**src/rtl/pc_unit_vec.sv**
```systemverilog
// pc_unit_vec: program counter with sequential/branch/JALR selection and vectored edge-triggered interrupts.
// Define IRQ_MASK_EN to add the irq_mask input (1 = line enabled).
module pc_unit_vec #(
    parameter int ADDRESS_WIDTH = 32,
    parameter int DATA_WIDTH = 32,
    parameter int NUM_IRQ = 4,
    parameter logic [ADDRESS_WIDTH-1:0] RESET_VECTOR = 32'h0000_0000,
    parameter logic [ADDRESS_WIDTH-1:0] IRQ_BASE = 32'h0000_0100,
    parameter int IRQ_STRIDE = 16,
    localparam int IW = NUM_IRQ > 1 ? $clog2(NUM_IRQ) : 1
) (
    input  logic                     clk,
    input  logic                     rst,
    input  logic                     stall,
    input  logic [1:0]               pc_src,
    input  logic [DATA_WIDTH-1:0]    imm_ext,
    input  logic [DATA_WIDTH-1:0]    jalr_target,
    input  logic                     mret,
    input  logic [NUM_IRQ-1:0]       irq,
`ifdef IRQ_MASK_EN
    input  logic [NUM_IRQ-1:0]       irq_mask,
`endif
    output logic [ADDRESS_WIDTH-1:0] pc_out,
    output logic [ADDRESS_WIDTH-1:0] pc_plus4,
    output logic [ADDRESS_WIDTH-1:0] epc_out,
    output logic                     irq_active,
    output logic [IW-1:0]            irq_id
);
    typedef enum logic {IDLE, ISR} state_t;
    state_t state_q, state_d;
    logic [ADDRESS_WIDTH-1:0] pc_q, pc_d, epc_q, epc_d, seq_next;
    logic [NUM_IRQ-1:0] irq_q, pend_q, pend_d, elig, clr;
    logic [IW-1:0] id_q, id_d, k;
    logic take;
    logic unused;
    assign unused = ^{imm_ext, jalr_target};
`ifdef IRQ_MASK_EN
    assign elig = pend_q & irq_mask;
`else
    assign elig = pend_q;
`endif
    assign pc_plus4 = pc_q + ADDRESS_WIDTH'(4);
    assign seq_next = pc_src == 2'b01 ? pc_q + ADDRESS_WIDTH'(imm_ext) :
                      pc_src == 2'b10 ? ADDRESS_WIDTH'(jalr_target) & ~ADDRESS_WIDTH'(1) : pc_plus4;
    // Descending scan so the lowest eligible index is the one left in k.
    always_comb begin
        take = 1'b0;
        k = '0;
        for (int i = NUM_IRQ - 1; i >= 0; i--) begin
            if (elig[i]) begin
                take = 1'b1;
                k = IW'(i);
            end
        end
    end
    always_comb begin
        state_d = state_q;
        pc_d = pc_q;
        epc_d = epc_q;
        id_d = id_q;
        clr = '0;
        if (!stall) begin
            if (state_q == ISR) begin
                pc_d = mret ? epc_q : seq_next;
                state_d = mret ? IDLE : ISR;
            end else if (take) begin
                epc_d = seq_next;
                pc_d = IRQ_BASE + ADDRESS_WIDTH'(IRQ_STRIDE) * ADDRESS_WIDTH'(k);
                id_d = k;
                clr = NUM_IRQ'(1) << k;
                state_d = ISR;
            end else begin
                pc_d = seq_next;
            end
        end
        pend_d = (pend_q & ~clr) | (irq & ~irq_q);
    end
    always_ff @(posedge clk) begin
        if (rst) begin
            state_q <= IDLE;
            pc_q <= RESET_VECTOR;
            epc_q <= '0;
            id_q <= '0;
            pend_q <= '0;
            irq_q <= '0;
        end else begin
            state_q <= state_d;
            pc_q <= pc_d;
            epc_q <= epc_d;
            id_q <= id_d;
            pend_q <= pend_d;
            irq_q <= irq;
        end
    end
    assign pc_out = pc_q;
    assign epc_out = epc_q;
    assign irq_active = state_q == ISR;
    assign irq_id = id_q;
endmodule

```
**config.mk**
```make
export PLATFORM = sky130hd
export DESIGN_NAME = pc_unit_vec
export DESIGN_NICKNAME = d
export VERILOG_FILES = /design/src/rtl/pc_unit_vec.sv
export SDC_FILE = /design/constraint.sdc
export NUM_CORES = 1
export LEC_CHECK = 0
export BUFFER_PORTS_ARGS = -buffer_cell sky130_fd_sc_hd__buf_2
export CORE_ASPECT_RATIO = 0.75
export CORE_MARGIN = 2
export CORE_UTILIZATION = 50
export CTS_CLUSTER_DIAMETER = 150
export DETAILED_ROUTE_END_ITERATION = 8
export PLACE_DENSITY_LB_ADDON = 0.08
export SLEW_MARGIN = 20
export SYNTH_ARGS = -nofsm -noshare
export SYNTH_HDL_FRONTEND = slang
export SYNTH_SLANG_ARGS = --single-unit
```
**constraint.sdc**
```tcl
create_clock -name clk -period 4.35 [get_ports clk]
set_input_delay 0.87 -clock clk [delete_from_list [all_inputs] [get_ports clk]]
set_output_delay 0.87 -clock clk [all_outputs]
set_load 0.01 [all_outputs]
```
; ---- Yosys cells after proc, flatten, opt, wreduce, memory -nomap -nowiden
; Index checks and enable logic that the tools add are counted.
[totals]
register_bits = 75
in_bits = 74
output_inout_bits = 99
wordCells = 39
[op_classes]
add_sub_neg = 3
eq_ne = 2
shift = 1
mux = 19
bitwise_logic = 7
n_reduce_logical = 1
[op_table]
columns = cell, n
row1 = $mux W32, 5
row2 = $add A32 B3 Y32 const B, 1
row3 = $add A32 B32 Y32, 1
row4 = $mux W4, 3
row5 = $add A9 B6 Y10 const A, 1
row6 = $and A4 B4 Y4, 2
row7 = $mux W2, 4
row8 = $not A4 Y4, 2
row9 = $mux W1, 7
row10 = $or A4 B4 Y4, 1
row11 = $shl A1 B2 Y4 const A, 1
row12 = $reduce_and A3 Y1, 1
row13 = $eq A2 B1 Y1 const B, 1
row14 = $eq A2 B2 Y1 const B, 1
row15 = $not A1 Y1, 2

; ---- Longest topological paths before layout
[depth]
depth_word = 11
depth_mapped = 11
ltp_nobuf = 11

; ---- Worst setup path after synthesis
; No wires, ideal clock.
[synth_timing]
path_kind = input -> register
startpoint = input imm_ext[14]
endpoint = register pc_q[31], in the netlist pc_out[31]
setup_ns = 0.086
arrival_ns = 3.136
required_time_ns = 4.264
setup_slack_ns = 1.128
stages = 10
path_buffers = 1
cell_sequence = ha_1 -> buf_6 -> a21o_1 -> a221oi_4 -> o211ai_2 -> a211oi_2 -> o21ai_1 -> and3_1 -> or4_4 -> a221oi_2
[synth_between]
elab_chain_len = 4
elab_cells_between_ends = 5
cone_classes = add/sub (1) / mux (4)
[synth_rtl]
columns = item, line
row1 = from (decl), 16  ; input logic [DATA_WIDTH-1:0] imm_ext,
row2 = $add A32 B32 Y32 (*), 43  ; assign seq_next = pc_src == 2'b01 ? pc_q + ADDRESS_WIDTH'(imm_ext) :
row3 = $mux W32 (*), 43
row4 = "$mux W32, on equally long branches", "66, 64"
row5 = $mux W32 (*), 63  ; if (state_q == ISR) begin
row6 = to (signal assigned), 88  ; pc_q <= pc_d;
row7 = to (decl), 31  ; logic [ADDRESS_WIDTH-1:0] pc_q, pc_d, epc_q, epc_d, seq_next;
; Every way passes the cells marked *; elsewhere a longest branch is shown, timed or not.
; A chain may end at the register's enable or synchronous reset.

; ---- Final worst setup path
[layout_timing]
startpoint = input imm_ext[0]
endpoint = register pc_q[16], in the netlist pc_out[16]
; The elaborated chain is that of the path after synthesis.

==> results.yml <==
status:
  status: "complete, no violations"
worst_setup_path:
  cp-endpoint: "pc_out[16]"
  rrSetupSlack_ns: 1.00
  rr_worst_depth: 11
  startpoint_type: "input port"
  worstSetupPathType: "in -> reg"
  reg2reg_from: "pc_out[0]"
  critPathMaxFanout: 4
  critPathCaptureType: "flop"
  worstPathArrival_ns: 3.75
  crit_start: "imm_ext[0]"
  rr_endpoint: "pc_out[16]"
  required_ns: 4.59
synth:
  ys_seq_elements: 75
  synth_cells: 882
  synth_cell_types: 74
  postSynthAreaPerCell_um2: 7.35
  syn_nets: 989
  synth_area_um2: 6480
  async_flop_share_pct: 0
  yosys_warnings: 0
  synth_seq_area_share_pct: 23.2
  yosys.area.top_type: "dfxtp_1"
  synth-edff-count: 0
  synth.area.top_cells: "dfxtp_1 (23%), a21oi_1 (6.5%), ha_1 (6.2%)"
  synth_top_cell_area_share_pct: 23.2
  synth_flop_cell: "dfxtp_1"
clocking:
  clock_latency_ns: 0.34
  cts_resized: 0
  root_buffer: "clkbuf_16"
  cts_tree: "yes"
  postCtsHoldBufs: 0
  htree_levels: 3
  clockBufferDepth: 2
  post-cts-setup-buffers: 0
  clk_pin_slew_worst_paths_ns: 0.06
  cts_num_sinks: 75
  cts_inserted_buffers: 9
sta:
  fin_crit_ns: 3.51
  fmax_ghz: 0.285
  min_period_over_period_pct: 80.6
  slew-limit-headroom_pct: 25.8
  finalMaxSlewViolations: 0
  hold_violations: 0
  tns_ns: 0
  worstMarginPinSlew_ns: 1.11
  finalClockSkew_ns: 0.00790
  setup_viol: 0
  rsz0062_at_grt: "false"
routing:
  drcViolationCount: 0
  routed_wl_mm: 23.7
  postRouteAntennaNets: 0
  vias_per_cell: 6.30
  drt-pass1-iter-count: 5
  drtIter0Drc: 626
  vias: 7482
  wl_per_cell_um: 20.0
cells_and_area:
  layout-drive-gt1-share_pct: 21.7
  antennaDiodeCount: 0
  mostFrequentLayoutCells: "buf_2 (171), nor2_1 (86), a21oi_1 (84)"
  nNetsFinal: 1123
  multi_input_area_um2: 4640
  fillerInstances: 1207
  seqCellArea_um2: 1500
  final_common_cell: "buf_2"
  design_area_um2: 7690
  syn_to_final_growth_pct: 18.7
placement:
  dpl_cell_area_um2: 7390
  numPortBuffers: 171
  gp_congestion: 1.02
  hpwl_mm: 18.1
global_route:
  grt_pass1_wl_mm: 35.8
  grt_pass1_vias: 6492
  gr-usage-all-layers_pct: 33.5
  grt_antenna_before_repair: 0
  grt_max_degree: 52
  grt_overflow: 0
floorplan:
  rows: 35
  fp.dieArea_um2: 13900
  core_um2: 12500
  ios: 173
  die_w_um: 135
  start_util_pct: 51.9
  die_y_um: 103
min_path:
  hp-class: "reg -> reg"
job:
  drv_cap: 0
pwr:
  finalPower_mw: 2.39
  power.density_nw_per_um2: 310
  p_leak_nw: 3.62
  peakVddDrop_v: 0.000240
==> state kept, by name, indices dropped and copies added (netlist names) <==
signal	cells
elig	4
irq_q	4
irq_active	1
irq_id	2
epc_out	32
pc_out	32
==> Yosys cell counts (7+ instances only) <==
| library cell | instances |
|---|---|
| a211oi_1 | 24 |
| a21o_1 | 25 |
| a21oi_1 | 84 |
| a221oi_1 | 11 |
| a31oi_1 | 7 |
| and2_1 | 7 |
| and3_1 | 17 |
| clkbuf_1 | 47 |
| dfxtp_1 | 75 |
| ha_1 | 32 |
| inv_1 | 24 |
| mux2i_1 | 21 |
| nand2_1 | 79 |
| nand2b_1 | 13 |
| nand3_1 | 33 |
| nand4_1 | 18 |
| nor2_1 | 86 |
| nor2b_1 | 13 |
| nor3_1 | 25 |
| o211ai_1 | 14 |
| o21a_1 | 11 |
| o21ai_0 | 54 |
| or3_1 | 10 |
| xnor2_1 | 25 |
| xor2_1 | 11 |
==> cell type report <==
type / count / area share (%)
Clock buffer: 12 / 3.33
Sequential cell: 75 / 19.5
Inverter: 25 / 1.22
Multi-Input combinational cell: 722 / 60.3
Clock inverter: 4 / 0.634
Tap cell: 166 / 2.70
Timing Repair Buffer: 183 / 12.3
==> where the power goes <==
group / switching, mW / internal [mW]
sequential: 0.0862 / 0.747
clock: 0.284 / 0.474
combinational: 0.489 / 0.305
total: 0.859 / 1.53
==> routing by layer <==
layer,vias to the layer above,track usage (%),wire length (um)
met3,51,6.78,2380
met1,3441,46.3,10400
met4,0,13.2,826
met5,-,0,0
li1,3553,-,-
met2,437,51.5,10100
==> worst max-delay path, cell delays in order <==
cell and delay [ns]:
buf_2 0.08, ha_1 0.20, inv_1 0.07, fa_1 0.38, nor2b_1 0.27, o2111ai_1 0.22
nand3_1 0.23, nand3_1 0.19, mux2i_1 0.16, o41ai_1 0.65, a22oi_1 0.14, o32ai_1 0.30
==> how the worst min path moves through the flow <==
stage                    from   endpoint  slack (ns)  cells past startpoint
global route        irq_id[0]  irq_id[0]        0.50                      2
finish              irq_id[0]  irq_id[0]        0.47                      2
CTS                 irq_id[0]  irq_id[0]        0.47                      2
floorplan            irq_q[1]    elig[1]        0.46                      2
detailed placement  irq_id[0]  irq_id[0]        0.45                      2
global placement    irq_id[0]  irq_id[0]        0.45                      2
==> logic make-up (layout without fill, tap and decap cells) <==
| logic type | count (synthesis) | count (layout) | synth area share, % |
|---|---|---|---|
| XOR/XNOR | 36 | 36 | 4.86 |
| AND/OR/NAND/NOR | 328 | 328 | 25.0 |
| buffers and inverters | 85 | 224 | 5.29 |
| AO/OA/AOI/OAI | 301 | 301 | 31.4 |
| multiplexers | 24 | 24 | 3.76 |
| flip-flops | 75 | 75 | 23.2 |
| adder cells (fa/ha/maj) | 33 | 33 | 6.49 |
==> per-stage QoR <==
step	utilization [%]	hold WS [ns]	instances	setup slack, ns
floorplan	-	0.462	882	1.13
CTS	61.6	0.471	1187	0.873
global placement	59.2	0.452	1171	0.634
detailed placement	59.2	0.454	1171	0.560
global route	61.6	0.500	1187	0.664
finish	61.6	0.467	1187	0.842
(Power assumes the default switching activity.)
